### src/rtl/y86_pkg.sv
// Shared Y86-64 definitions: status codes, instruction codes and the
// sequencer state encoding used by the fetch controller and its helpers.
package y86_pkg;

   typedef enum logic [2:0] {
      STAT_AOK = 3'd1,
      STAT_HLT = 3'd2,
      STAT_ADR = 3'd3,
      STAT_INS = 3'd4
   } stat_t;

   localparam logic [3:0] I_HALT   = 4'h0;
   localparam logic [3:0] I_NOP    = 4'h1;
   localparam logic [3:0] I_RRMOVQ = 4'h2;
   localparam logic [3:0] I_IRMOVQ = 4'h3;
   localparam logic [3:0] I_RMMOVQ = 4'h4;
   localparam logic [3:0] I_MRMOVQ = 4'h5;
   localparam logic [3:0] I_OPQ    = 4'h6;
   localparam logic [3:0] I_JXX    = 4'h7;
   localparam logic [3:0] I_CALL   = 4'h8;
   localparam logic [3:0] I_RET    = 4'h9;
   localparam logic [3:0] I_PUSHQ  = 4'hA;
   localparam logic [3:0] I_POPQ   = 4'hB;

   localparam int STAGE_W = 6;

   typedef enum logic [2:0] {
      S_IDLE      = 3'd0,
      S_FETCH     = 3'd1,
      S_DECODE    = 3'd2,
      S_EXECUTE   = 3'd3,
      S_MEMORY    = 3'd4,
      S_WRITEBACK = 3'd5,
      S_PCUPD     = 3'd6,
      S_STOP      = 3'd7
   } state_t;

   // Stage enable pattern for a state; bit 0 is fetch, bit 5 is PC update.
   function automatic logic [STAGE_W-1:0] stage_onehot(input state_t s);
      case (s)
         S_FETCH:     return 6'b000001;
         S_DECODE:    return 6'b000010;
         S_EXECUTE:   return 6'b000100;
         S_MEMORY:    return 6'b001000;
         S_WRITEBACK: return 6'b010000;
         S_PCUPD:     return 6'b100000;
         default:     return 6'b000000;
      endcase
   endfunction

   // Fetch fault resolution: an instruction-memory fault outranks a bad
   // opcode, which outranks a legitimate halt.
   function automatic stat_t fetch_fault(input logic imem_error,
                                         input logic invalid_instr,
                                         input logic halt);
      if (imem_error)         return STAT_ADR;
      else if (invalid_instr) return STAT_INS;
      else if (halt)          return STAT_HLT;
      else                    return STAT_AOK;
   endfunction

endpackage

### src/rtl/pc_select.sv
// Next-PC selection: call and taken jumps go to valC, ret to the popped
// return address, everything else falls through to valP.
module pc_select
   import y86_pkg::*;
(
   input  logic [3:0]  icode,
   input  logic        cnd,
   input  logic [63:0] valC,
   input  logic [63:0] valP,
   input  logic [63:0] valM,
   output logic [63:0] new_pc
);

   always_comb begin
      // NOTE: default assignment first so no path through the case leaves new_pc unassigned (no latch).
      new_pc = valP;
      case (icode)
         I_CALL: new_pc = valC;
         I_JXX:  if (cnd) new_pc = valC;
         I_RET:  new_pc = valM;
         default: new_pc = valP;
      endcase
   end

endmodule

### src/rtl/fetch_ctrl.sv
// Sequential Y86-64 stage sequencer: walks one stage per cycle, owns the PC,
// the machine status and the retired-instruction counter.
module fetch_ctrl
   import y86_pkg::*;
#(
   parameter logic [63:0] RESET_PC = 64'd0
) (
   input  logic                clk,
   input  logic                reset,
   input  logic                go,
   input  logic [3:0]          icode,
   input  logic                cnd,
   input  logic [63:0]         valC,
   input  logic [63:0]         valP,
   input  logic [63:0]         valM,
   input  logic                halt,
   input  logic                imem_error,
   input  logic                invalid_instr,
   input  logic                dmem_error,
   input  logic                mem_wait,
   output logic [63:0]         PC,
   output logic [STAGE_W-1:0]  stage_en,
   output logic [2:0]          stat,
   output logic [31:0]         instr_count
);

   state_t      state;
   stat_t       fault;
   logic [63:0] new_pc;

   pc_select u_pc_select (
      .icode  (icode),
      .cnd    (cnd),
      .valC   (valC),
      .valP   (valP),
      .valM   (valM),
      .new_pc (new_pc)
   );

   assign fault = fetch_fault(imem_error, invalid_instr, halt);

   // stage_en is registered alongside state so it always reflects the
   // state being entered, never the raw inputs.
   always_ff @(posedge clk) begin
      // NOTE: non-blocking assignments so every register samples pre-edge values.
      if (reset) begin
         state       <= S_IDLE;
         PC          <= RESET_PC;
         stat        <= STAT_AOK;
         instr_count <= '0;
         stage_en    <= '0;
      end else begin
         case (state)
            S_IDLE: begin
               if (go) begin
                  state    <= S_FETCH;
                  stage_en <= stage_onehot(S_FETCH);
               end
            end
            S_FETCH: begin
               if (fault != STAT_AOK) begin
                  state    <= S_STOP;
                  stat     <= fault;
                  stage_en <= stage_onehot(S_STOP);
               end else begin
                  state    <= S_DECODE;
                  stage_en <= stage_onehot(S_DECODE);
               end
            end
            S_DECODE: begin
               state    <= S_EXECUTE;
               stage_en <= stage_onehot(S_EXECUTE);
            end
            S_EXECUTE: begin
               state    <= S_MEMORY;
               stage_en <= stage_onehot(S_MEMORY);
            end
            S_MEMORY: begin
               // A fault reported while the memory is still busy is not yet valid.
               if (!mem_wait) begin
                  if (dmem_error) begin
                     state    <= S_STOP;
                     stat     <= STAT_ADR;
                     stage_en <= stage_onehot(S_STOP);
                  end else begin
                     state    <= S_WRITEBACK;
                     stage_en <= stage_onehot(S_WRITEBACK);
                  end
               end
            end
            S_WRITEBACK: begin
               state    <= S_PCUPD;
               stage_en <= stage_onehot(S_PCUPD);
            end
            S_PCUPD: begin
               PC          <= new_pc;
               instr_count <= instr_count + 32'd1;
               state       <= S_FETCH;
               stage_en    <= stage_onehot(S_FETCH);
            end
            default: begin
               state    <= S_STOP;
               stage_en <= stage_onehot(S_STOP);
            end
         endcase
      end
   end

endmodule

### config.mk
export PLATFORM = sky130hd
export DESIGN_NAME = fetch_ctrl
export DESIGN_NICKNAME = d
export VERILOG_FILES = /design/src/rtl/y86_pkg.sv /design/src/rtl/pc_select.sv /design/src/rtl/fetch_ctrl.sv
export SDC_FILE = /design/constraint.sdc
export NUM_CORES = 1
export LEC_CHECK = 0
export CORE_MARGIN = 5
export CORE_UTILIZATION = 42
export CTS_BUF_LIST = sky130_fd_sc_hd__clkbuf_8
export CTS_CLUSTER_DIAMETER = 200
export CTS_CLUSTER_SIZE = 30
export DETAILED_ROUTE_END_ITERATION = 12
export GPL_TIMING_DRIVEN = 0
export PLACE_DENSITY = 0.89
export SETUP_SLACK_MARGIN = 0.1
export SYNTH_ARGS = -nofsm -noshare
export SYNTH_HDL_FRONTEND = slang
export SYNTH_SLANG_ARGS = --single-unit
export TNS_END_PERCENT = 1
### constraint.sdc
create_clock -name clk -period 3.78 [get_ports clk]
set_input_delay 0.567 -clock clk [delete_from_list [all_inputs] [get_ports clk]]
set_output_delay 0.567 -clock clk [all_outputs]
set_load 0.01 [all_outputs]
==> results of run 1 <==
## worst max-delay path by stage
| stage | from | end | slack (ps) | cells after the start |
|---|---|---|---|---|
| final | icode[3] | PC[8] | 890 | 7 |
| after detailed placement | icode[3] | PC[8] | 510 | 7 |
| after CTS | icode[3] | PC[8] | 870 | 7 |
| after floorplan | icode[1] | PC[13] | 1730 | 6 |
| after global routing | icode[3] | PC[8] | 640 | 7 |
| after global placement | icode[3] | PC[8] | 590 | 7 |
## flip-flops by register name, summed over array words and instances (netlist names)
name	flops
instr_count	32
stage_en	6
state	3
stat	3
PC	64
## stage by stage
step	power, mW	area, um^2	std cells
after detailed placement	2.35	8360	1074
after floorplan	1.80	5090	619
after CTS	3.18	8590	1090
after global routing	3.33	8590	1090
after global placement	2.33	8360	1074
final	3.18	8590	1090
## Yosys cell counts (10+ instances only)
library cell,instances
dfxtp_1,108
nor3_1,11
a21oi_1,22
nor2b_1,10
or3_1,13
inv_1,10
o21ai_0,12
nand2_1,80
a211oi_1,63
nor2_1,92
a221oi_1,63
clkbuf_1,48
## kinds of logic after synthesis
| kind of cell | count (synthesis) |
|---|---|
| and+or+nand+nor | 252 |
| AOI/OAI and AO/OA | 174 |
| DFF | 108 |
| buffers and inverters | 64 |
| muxes | 11 |
| xor gates and xnor gates | 9 |
| adders and majority gates | 1 |
## report_power, final
group | switching, mW | leakage [nW] | internal, mW
clock | 0.406 | 0.126 | 0.434
sequential | 0.0810 | 0.872 | 1.25
combinational | 0.465 | 1.90 | 0.539
total | 0.952 | 2.90 | 2.23
## metal layers
layer	wire [um]	up-vias	GRT usage
met4	955	2	0.155
met5	7	-	0
met2	11200	348	0.518
met1	8510	2940	0.352
li1	-	2918	-
met3	2230	67	0.0796
## worst max-delay path, cell delays in order
cell,delay [ps]
clkdlybuf4s50_1,460
nor3b_1,490
and2_1,210
clkbuf_1,440
clkbuf_1,540
a221oi_1,220
a211oi_1,260
## layout make-up
| cell class | count | area [um^2] |
|---|---|---|
| clock buffers | 9 | 124 |
| multi-input cells | 447 | 2690 |
| plain buffers | 54 | 205 |
| clock inverters | 7 | 108 |
| well taps | 147 | 184 |
| fillers | 945 | 3370 |
| inverters | 10 | 37.5 |
| repair buffers | 308 | 3080 |
| flip-flops and latches | 108 | 2160 |
==> impl_metrics.yaml, run 1 <==
timing:
  slew_headroom: 0.382
  min_period_over_period: 0.765
  rsz0062_at_grt: "false"
  tightest_slew_ps: 925
  setup_viol: 0
  tns_ps: 0
  hold_slack_ps: 468
  hold_viol: 0
  max_freq_ghz: 0.346
  worst_slack_ps: 890
  post-route-min-period_ps: 2890
  slew_viol_final: 0
  fin_skew_ps: 5.11
hold_path:
  min_from: "stage_en[4]"
  worstHoldPathCells: 2
  worstHoldEndpoint: "stage_en[4]"
  hold_path_class: "reg2reg"
layout:
  finalNetCount: 1144
  drive_gt1_frac: 0.0339
  final_cell_mix: "clkdlybuf4s50_1, dfxtp_1, nor2_1, nand2_1"
  final_common_cell: "clkdlybuf4s50_1"
  area_growth_pct: 68.7
  antennaDiodeCount: 0
  fin_util: 0.718
yosys:
  synth_flop_cell: "dfxtp_1"
  synthArstFlopShare: 0
  yosys.area_share.simple: 0.228
  syn_area_um2: 5090
  synth_nets: 825
  synth_edf_count: 0
  ys_warn_count: 0
  synthMuxAreaShare: 0.0238
  synth_compound_area_frac: 0.258
  synth_xor_area_frac: 0.0155
  yosys.area.top_type_share: 0.424
  ys_seq_area_frac: 0.424
  yosys_register_bits: 108
  avgSynthCellArea_um2: 8.23
  yosysTopAreaCell: "dfxtp_1"
  synth-adder-area-share: 0.00246
  synth_area_leaders: "dfxtp_1, a221oi_1, a211oi_1"
  synth_top_family_by_area: "compound AO/OA/AOI/OAI gates"
  yosysUniqueCellTypes: 46
  synth_cells: 619
detailed_routing:
  drtIter0Drc: 542
  drt_wl_total_um: 22900
  drc: 0
  ant_nets: 0
  post_drt_via_cell_ratio: 5.76
  via_count: 6275
  wl_per_cell_um: 21.0
  first_pass_iters: 5
grt:
  gr-usage-all-layers: 0.304
  grt_pass1_vias: 6199
  grt_pass1_wl_um: 33900
  grt_max_degree: 17
  grt_overflow: 0
  antenna_found_initial: 1
cts:
  tritoncts: "yes"
  clk_pin_slew_ps: 100
  clk_latency_ps: 390
  h-tree-depth: 3
  root_buffer: "clkbuf_8"
  clock_path_buffers: 2
  cts_inserted_buffers: 9
  cts_setup_buffers: 0
  cts_hold_buf: 0
  cts.sinks: 108
  cts_resized: 0
worst_setup_path:
  worstRegToRegCells: 6
  reg2reg_from: "state[2]"
  r2r-end: "PC[44]"
  reg2reg_slack_ps: 1360
  crit_required_ps: 4090
  cp.arrival_ps: 3200
  crit_fanout: 10
  path_class: "in2reg"
  end_kind: "register"
  start_kind: "input port"
floorplan:
  coreArea_um2: 12000
  dieArea_um2: 14400
  die_y_um: 120
  start_util: 0.426
  num_io_pins: 310
  placementRows: 40
  die_x_um: 120
flow_run:
  drv_cap: 0
place:
  dp_hpwl_um: 17800
  pre_cts_ws_ps: 513
  numPortBuffers: 308
  gp_congestion: 0.939
run_status:
  status: "complete, no violations"
power:
  p_per_area_nw_per_um2: 370
  p_leak_nw: 2.90
  ir_drop_mv: 0.187
No activity file was read; power rests on OpenSTA's default activity.
==> run 2: changes to the inputs <==
CORE_UTILIZATION = 39   (was 42)
PLACE_DENSITY = 0.84   (was 0.89)
clock period = 2.9 ns   (was 3.78 ns; I/O delays follow)
==> run 2 against run 1 <==
Against the previous run:
- die area up 7.0%
- global-route usage fell by 4.0 points
- sequential share of layout area about the same
- sequential power grew 30%
- wire length decreased by 5.3%
- worst setup slack lost 550 ps
- via count is 3.5% lower
- non-clock buffer count is the same
- critical path depth unchanged
- critical path type unchanged
- largest cell class unchanged
- largest power group unchanged
==> impl_metrics.yaml, run 2 (synthesis gave the netlist of run 1 again) <==
run_status:
  status: "complete, no violations"
timing:
  slew_headroom: 0.352
  min_period_over_period: 0.883
  max_freq_ghz: 0.391
  rsz0062_at_grt: "false"
  slew_viol_final: 0
  post-route-min-period_ps: 2560
  worst_slack_ps: 340
  tightest_slew_ps: 970
  setup_viol: 0
  hold_slack_ps: 462
  tns_ps: 0
  hold_viol: 0
  fin_skew_ps: 14.0
floorplan:
  dieArea_um2: 15400
  die_x_um: 124
  die_y_um: 124
  coreArea_um2: 12700
  start_util: 0.400
  placementRows: 41
  num_io_pins: 310
place:
  pre_cts_ws_ps: -157
  dp_hpwl_um: 17300
  gp_congestion: 0.876
  dpl_cell_area_um2: 8390
  numPortBuffers: 308
  placed_cells_incl_taps: 1099
grt:
  gr-usage-all-layers: 0.264
  grt_overflow: 0
  grt_pass1_vias: 5966
  antenna_found_initial: 2
  busiest_layer: "met2"
  grt_pass1_wl_um: 32900
  grt_max_degree: 19
  use_met3: 0.0708
  met1_usage: 0.304
  grt_util_met2: 0.470
cts:
  root_buffer: "clkbuf_8"
  clk_latency_ps: 380
  cts.sinks: 108
  h-tree-depth: 3
  tritoncts: "yes"
  clock_path_buffers: 2
  cts_setup_buffers: 0
  cts_inserted_buffers: 9
  clk_pin_slew_ps: 110
worst_setup_path:
  cp_slowest_cell: "buf_1"
  critPathMaxStageDelay_ps: 510
  reg2reg_from: "state[2]"
  crit_required_ps: 3190
  worstRegToRegCells: 6
  r2r-end: "PC[1]"
  crit_chain: "clkdlybuf4s50_1, nor3b_1, a22o_1, buf_2, buf_1, a221oi_1, a211oi_1"
  path_buf_inv: 3
  path_class: "in2reg"
  end_kind: "register"
  reg2reg_slack_ps: 490
  start_kind: "input port"
  cp.arrival_ps: 2850
  crit_fanout: 10
  critical-path-top-delay-family: "buffers and inverters"
power:
  ir_drop_mv: 0.216
  p_per_area_nw_per_um2: 455
  p_total_mw: 3.90
  p_leak_nw: 2.85
hold_path:
  min_from: "stage_en[4]"
  worstHoldEndpoint: "stage_en[4]"
  hold_path_class: "reg2reg"
  worstHoldPathCells: 2
detailed_routing:
  wl_per_cell_um: 19.4
  ant_nets: 0
  drtIter0Drc: 484
  drc: 0
  drt_wl_total_um: 21700
  post_drt_via_cell_ratio: 5.42
  first_pass_iters: 5
  via_count: 6056
layout:
  final_common_cell: "clkdlybuf4s50_1"
  final_cell_mix: "clkdlybuf4s50_1, dfxtp_1, nor2_1, nand2_1"
  fin_util: 0.674
  final_cell_area_um2: 8580
  fin_cells: 1117
  largest_register_ffs: 64
  area_growth_pct: 68.3
  regMostFlops: "PC"
  drive_gt1_frac: 0.0371
  largestRegisters: "PC (64), instr_count (32), stage_en (6)"
  finalNetCount: 1144
flow_run:
  drv_cap: 0
==> run 2: cell count changes in the layout (fill, tap and decap cells not counted), sizes merged <==
cell / previous run / this run
bufinv: 3 / 0
clkinvlp: 0 / 3
clkinv: 2 / 4
diode: 0 / 2
inv: 12 / 10
==> run 2: final cells by class <==
cell class	instances	area, um^2
fillers	1079	4150
repair buffers	308	3080
multi-input cells	447	2690
flip-flops and latches	108	2160
well taps	172	215
plain buffers	54	206
clock buffers	9	124
clock inverters	7	53.8
inverters	10	37.5
diodes	2	5.00
==> run 2: what timing repair did <==
item	4_1_cts	5_1_grt
endpoints found under the setup margin	0	5
hold buffers	0	0
endpoints found under the hold margin	0	0
gates resized for setup	0	2
==> run 2: worst max path at each step <==
stage,from,end,slack (ps),depth (start not counted)
finish,icode[3],PC[9],340,7
global route,icode[3],PC[4],110,7
CTS,icode[3],PC[9],240,7
detailed placement,icode[3],PC[9],-160,7
global placement,icode[3],PC[9],-110,7
floorplan,instr_count[2],instr_count[30],890,5
==> run 2: power breakdown <==
| part | leakage (nW) | internal (mW) | switching [mW] |
|---|---|---|---|
| sequential | 0.872 | 1.63 | 0.101 |
| clock | 0.0814 | 0.315 | 0.554 |
| combinational | 1.90 | 0.702 | 0.597 |
| total | 2.85 | 2.65 | 1.25 |
==> run 2: routing by layer <==
metal	up-vias	wire, um
li1	2929	-
met2	289	11000
met4	0	581
met5	-	0
met3	40	1860
met1	2798	8300
==> run 2: worst min-delay path, cell delays in order, from the launching register on <==
cell	delay, ps
dfxtp_1	320
nand2_1	50
a21oi_1	50
